===== config.mk =====
export PLATFORM = sky130hd
export DESIGN_NAME = mem_port_arbiter
export DESIGN_NICKNAME = d
export VERILOG_FILES = /design/src/rtl/osiris_pkg.sv /design/src/rtl/arb_timeout_cnt.sv /design/src/rtl/mem_port_arbiter.sv
export SDC_FILE = /design/constraint.sdc
export NUM_CORES = 1
export LEC_CHECK = 0
export CAP_MARGIN = 25
export CORE_UTILIZATION = 39
export DETAILED_ROUTE_END_ITERATION = 6
export GPL_ROUTABILITY_DRIVEN = 0
export MAX_ROUTING_LAYER = met4
export PLACE_DENSITY_LB_ADDON = 0.3
export SLEW_MARGIN = 15
export SYNTH_ARGS = -nofsm -noshare
export SYNTH_HDL_FRONTEND = slang
export SYNTH_SLANG_ARGS = --single-unit

===== constraint.sdc =====
create_clock -name clk -period 4.25 [get_ports clk]
set_clock_uncertainty 0.15 [all_clocks]
set_input_delay 0.425 -clock clk [delete_from_list [all_inputs] [get_ports clk]]
set_output_delay 0.425 -clock clk [all_outputs]
set_load 0.1 [all_outputs]

===== src/rtl/osiris_pkg.sv =====
// Shared state encoding and default parameter values for the memory port arbiter.
package osiris_pkg;

  localparam int unsigned DEF_DATA_WIDTH    = 32;
  localparam int unsigned DEF_ADDR_WIDTH    = 32;
  localparam int unsigned DEF_TIMEOUT       = 255;
  localparam int unsigned DEF_DM_STREAK_MAX = 4;

  typedef enum logic [1:0] {
    IDLE   = 2'b00,
    BUS_IF = 2'b01,
    BUS_DM = 2'b10
  } arb_state_e;

endpackage


===== src/rtl/arb_timeout_cnt.sv =====
// Bus-cycle wait counter: cleared at grant, counts wait cycles, flags expiry.
module arb_timeout_cnt import osiris_pkg::*; #(
  parameter int unsigned TIMEOUT = DEF_TIMEOUT
) (
  input  logic clk,
  input  logic rst,
  input  logic i_clr,
  input  logic i_en,
  output logic o_expired
);

  localparam int unsigned  CW    = (TIMEOUT < 1) ? 1 : $clog2(TIMEOUT + 1);
  localparam logic [CW-1:0] LIMIT = CW'(TIMEOUT);

  logic [CW-1:0] r_cnt;

  // Count wait cycles; hold at the limit so expiry stays up until the next clear.
  always_ff @(posedge clk or posedge rst) begin
    if (rst) begin
      r_cnt <= '0;
    end else if (i_clr) begin
      r_cnt <= '0;
    end else if (i_en && (r_cnt != LIMIT)) begin
      r_cnt <= r_cnt + CW'(1);
    end
  end

  assign o_expired = (r_cnt == LIMIT);

endmodule


===== src/rtl/mem_port_arbiter.sv =====
// Two-requester (fetch/data) arbiter onto a single Wishbone master port.
// Data wins ties until it has starved a waiting fetch DM_STREAK_MAX times.
module mem_port_arbiter import osiris_pkg::*; #(
  parameter int unsigned DATA_WIDTH    = DEF_DATA_WIDTH,
  parameter int unsigned ADDR_WIDTH    = DEF_ADDR_WIDTH,
  parameter int unsigned TIMEOUT       = DEF_TIMEOUT,
  parameter int unsigned DM_STREAK_MAX = DEF_DM_STREAK_MAX
) (
  input  logic                    clk,
  input  logic                    rst,
  input  logic                    i_if_req,
  input  logic [ADDR_WIDTH-1:0]   i_if_addr,
  output logic                    o_if_ack,
  input  logic                    i_dm_req,
  input  logic                    i_dm_we,
  input  logic [DATA_WIDTH/8-1:0] i_dm_sel,
  input  logic [ADDR_WIDTH-1:0]   i_dm_addr,
  input  logic [DATA_WIDTH-1:0]   i_dm_wdata,
  output logic                    o_dm_ack,
  output logic [DATA_WIDTH-1:0]   o_rdata,
  output logic                    o_err,
  output logic                    wb_cyc_o,
  output logic                    wb_stb_o,
  output logic                    wb_we_o,
  output logic [DATA_WIDTH/8-1:0] wb_sel_o,
  output logic [ADDR_WIDTH-1:0]   wb_adr_o,
  output logic [DATA_WIDTH-1:0]   wb_dat_o,
  input  logic [DATA_WIDTH-1:0]   wb_dat_i,
  input  logic                    wb_ack_i,
  input  logic                    wb_err_i
);

  localparam int unsigned   SW         = DATA_WIDTH / 8;
  localparam int unsigned   KW         = (DM_STREAK_MAX < 1) ? 1 : $clog2(DM_STREAK_MAX + 1);
  localparam logic [KW-1:0] STREAK_MAX = KW'(DM_STREAK_MAX);

  arb_state_e              r_state, w_state_next;
  logic [KW-1:0]           r_streak, w_streak_next;
  logic                    r_cyc, r_we;
  logic [SW-1:0]           r_sel;
  logic [ADDR_WIDTH-1:0]   r_adr;
  logic [DATA_WIDTH-1:0]   r_dat;
  logic                    w_bus, w_done, w_expired;
  logic                    w_grant_if, w_grant_dm, w_grant;

  assign w_bus   = (r_state != IDLE);
  // A bus cycle ends on slave ack, slave error or wait-counter expiry.
  assign w_done  = w_bus && (wb_ack_i || wb_err_i || w_expired);
  assign w_grant = w_grant_if || w_grant_dm;

  arb_timeout_cnt #(
    .TIMEOUT (TIMEOUT)
  ) u_timeout (
    .clk       (clk),
    .rst       (rst),
    .i_clr     (w_grant),
    .i_en      (w_bus && !wb_ack_i && !wb_err_i),
    .o_expired (w_expired)
  );

  // State register and starvation streak counter.
  always_ff @(posedge clk or posedge rst) begin
    if (rst) begin
      r_state  <= IDLE;
      r_streak <= '0;
    end else begin
      r_state  <= w_state_next;
      r_streak <= w_streak_next;
    end
  end

  // Next state, grant decision, streak update and requester-side outputs.
  always_comb begin
    w_state_next  = r_state;
    w_streak_next = r_streak;
    w_grant_if    = 1'b0;
    w_grant_dm    = 1'b0;
    o_if_ack      = 1'b0;
    o_dm_ack      = 1'b0;
    o_err         = 1'b0;
    o_rdata       = '0;
    case (r_state)
      IDLE: begin
        if (i_dm_req && !(i_if_req && (r_streak == STREAK_MAX))) begin
          w_grant_dm   = 1'b1;
          w_state_next = BUS_DM;
          if (!i_if_req) begin
            w_streak_next = '0;
          end else if (r_streak != STREAK_MAX) begin
            w_streak_next = r_streak + KW'(1);
          end
        end else if (i_if_req) begin
          w_grant_if    = 1'b1;
          w_state_next  = BUS_IF;
          w_streak_next = '0;
        end
      end
      BUS_IF, BUS_DM: begin
        if (w_done) begin
          w_state_next = IDLE;
          o_if_ack     = (r_state == BUS_IF);
          o_dm_ack     = (r_state == BUS_DM);
          // Slave error beats ack; a bare expiry is also an error.
          o_err        = wb_err_i || !wb_ack_i;
          if (wb_ack_i || wb_err_i) begin
            o_rdata = wb_dat_i;
          end
        end
      end
      default: w_state_next = IDLE;
    endcase
  end

  // Wishbone request registers: loaded at grant, frozen for the whole bus cycle.
  always_ff @(posedge clk or posedge rst) begin
    if (rst) begin
      r_cyc <= 1'b0;
      r_we  <= 1'b0;
      r_sel <= '0;
      r_adr <= '0;
      r_dat <= '0;
    end else if (w_grant_dm) begin
      r_cyc <= 1'b1;
      r_we  <= i_dm_we;
      r_sel <= i_dm_sel;
      r_adr <= i_dm_addr;
      r_dat <= i_dm_wdata;
    end else if (w_grant_if) begin
      r_cyc <= 1'b1;
      r_we  <= 1'b0;
      r_sel <= '1;
      r_adr <= i_if_addr;
      r_dat <= '0;
    end else if (w_done) begin
      r_cyc <= 1'b0;
      r_we  <= 1'b0;
    end
  end

  assign wb_cyc_o = r_cyc;
  assign wb_stb_o = r_cyc;
  assign wb_we_o  = r_we;
  assign wb_sel_o = r_sel;
  assign wb_adr_o = r_adr;
  assign wb_dat_o = r_dat;

endmodule

==> flow_summary_export.csv <==
group,metric,value,unit
outcome,run_status,"completed",
route,via_count,3803,
placed_design,port_buffers,244,
sta,drv_slew,0,
yosys,avgSynthCellArea,9.77,sq um
die,core,9370,sq um
grt,gr-total-overflow,0,
yosys,syn_inst,390,
route,wl_per_cell,15.4,um
layout,nets,771,
worst_setup_path,r2r_start,"r_state[0]",
layout,insertedDiodeCount,0,
run,maxCapViolCount,0,
layout,fin_cells,759,
yosys,ys.flop_type,"dfrtp_1",
clock_network,root_buffer,"clkbuf_8",
worst_setup_path,cp-start-kind,"flop",
worst_setup_path,r2r_slack,2.01,ns
sta,setup_tns,0,ns
layout,layout_common_cells,"clkdlybuf4s50_1 (210), dfrtp_1 (83), nand2_1 (78)",
worst_setup_path,cp-endpoint,"o_err",
worst_setup_path,r2r_end,"u_timeout.r_cnt[7]",
route,drtIter0Drc,168,
worst_setup_path,crit_start,"u_timeout.r_cnt[0]",
sta,finalCritPeriodShare,0.777,
clock_network,clock_sinks,83,
yosys,yosysWarnings,0,
worst_setup_path,rr_worst_depth,7,
clock_network,cts_setup_buffers,0,
worst_setup_path,worstPathRequired,3.67,ns
yosys,ys_types,42,
sta,fin_crit,3.30,ns
yosys,synth_area,3810,sq um
sta,max_slew_margin,0.293,
die,die_width,101,um
sta,finalHoldViolations,0,
clock_network,path_clk_slew,0.08,ns
grt,antenna_found_initial,0,
worst_setup_path,path_class,"reg -> out",
worst_setup_path,cpPeakStageDelay,1.13,ns
sta,max_freq,303,MHz
clock_network,clk_latency,0.34,ns
sta,setup_viol,0,
yosys,synth-xor-area-share,0,
worst_setup_path,worst-path-buf-inv,1,
placed_design,dp_hpwl,8800,um
grt,grt_pass1_vias,3667,
clock_network,cts_tree,"done",
worst_setup_path,path_max_fanout,4,
yosys,synth_mux_area_frac,0.00788,
layout,final_core_util,0.694,
die,die_height,101,um
clock_network,cts_buffers,9,
worst_setup_path,cp_num_cells,6,
route,firstDrtPassIters,4,
clock_network,htreeDepth,3,
route,postRouteAntennaNets,0,
route,avgViaCountPerCell,5.01,
route,totalWireLength,11700,um
clock_network,clk_path_buf_depth,2,
worst_setup_path,crit_arrival,2.73,ns
yosys,synth-simple-area-share,0.215,
grt,grtUsageTotal,0.235,
yosys,synth-edff-count,0,
clock_network,post_cts_resized,0,
placed_design,placedCellCount,743,
die,initial_core_util,0.406,
layout,drive_gt1_frac,0.102,
die,rows,35,
sta,tightest_slew,1.06,ns
yosys,ys_ff_latch,83,
yosys,synth-adder-area-share,0.0197,
clock_network,ctsHoldBuffers,0,
worst_setup_path,crit_chain,"ha_1 > nand3_1 > or2_1 > nor2_1 > o21a_1 > clkdlybuf4s50_1",
worst_setup_path,cp_top_family,"buffers and inverters",
yosys,yosysSeqAreaShare,0.545,
yosys,synth_top_family_by_area,"simple AND/OR/NAND/NOR gates",
min_path,hold_class,"in -> async",
route,drc_errors,0,
layout,layout_commonest_cell,"clkdlybuf4s50_1",
layout,area_growth,70.8,%
die,pin_count,245,
die,die_area,10200,sq um
yosys,async_reset_ff_frac,1.00,
grt,grt_max_degree,74,
yosys,synth_compound_area_frac,0.172,
layout,fill_cells,767,
sta,rsz0062_at_grt,"no",
yosys,syn-num-nets,535,
worst_setup_path,critPathSlowestCell,"clkdlybuf4s50_1",
worst_setup_path,end_kind,"output port",
grt,grt_pass1_wl,17800,um
==> state kept, by name, summed over array words and instances, names as in the netlist <==
name / count
r_state: 2
wb_adr_o: 32
wb_we_o: 1
u_timeout.r_cnt: 8
wb_sel_o: 4
wb_cyc_o: 1
r_streak: 3
wb_dat_o: 32
==> cell type report <==
cell class              count  area, sq um  area share
multi-input cells         273         1590       0.244
repair buffers            252         2440       0.375
inverters                   7         27.5     0.00423
well taps                 129          161      0.0248
clock inverters             4         75.1      0.0115
clock buffers              11          141      0.0217
flip-flops and latches     83         2080       0.319
==> through the flow <==
step	hold WS, ns	instance area, sq um	setup slack [ns]
after floorplan	0.321	3810	1.22
after global placement	0.338	6250	1.39
after detailed placement	0.342	6270	1.33
after CTS	0.363	6490	0.940
after global routing	0.201	6510	0.814
final	0.186	6510	0.949
==> layer usage <==
layer	global-route usage	share of wire
met1	0.251	0.38
met2	0.428	0.53
met3	0.0451	0.072
met4	0.0892	0.021
met5	-	0
==> worst min-delay path by stage <==
stage,from,to,slack [ns],cells past startpoint
after floorplan,r_streak[0],r_streak[0],0.32,1
after global placement,wb_dat_o[8],wb_dat_o[8],0.34,1
after detailed placement,wb_dat_o[18],wb_dat_o[18],0.34,1
after CTS,wb_dat_o[20],wb_dat_o[20],0.36,1
after global routing,rst,wb_dat_o[19],0.20,2
final,rst,wb_dat_o[19],0.19,2
==> synth_stat cells (2+ instances only) <==
master    count  area share
a31oi_1      33       0.054
clkbuf_1     11       0.011
nor2_1       39       0.038
ha_1          6       0.020
and2_1       34       0.056
o21ai_1       7      0.0092
mux2i_1       3      0.0079
buf_2        15       0.020
inv_1         6      0.0059
nand2_1      78       0.077
a21oi_1       3      0.0039
dfrtp_1      83        0.55
or2_1         2      0.0033
nand3_1       5      0.0066
a22o_1       32       0.074
o22a_1        4      0.0092
o22ai_1       2      0.0033
nand4b_1      2      0.0046
nor2b_1       2      0.0033
==> logic make-up (layout without fill, tap and decap cells) <==
family,count (synthesis),after routing
compound gates,90,90
fa+ha+maj,6,6
buf+inv,34,274
flops,83,83
mux,3,3
simple gates,174,174
Power is left out: the tool's default activity adds up to more than one toggle a clock period on the data nets, which glitch-free logic cannot reach.
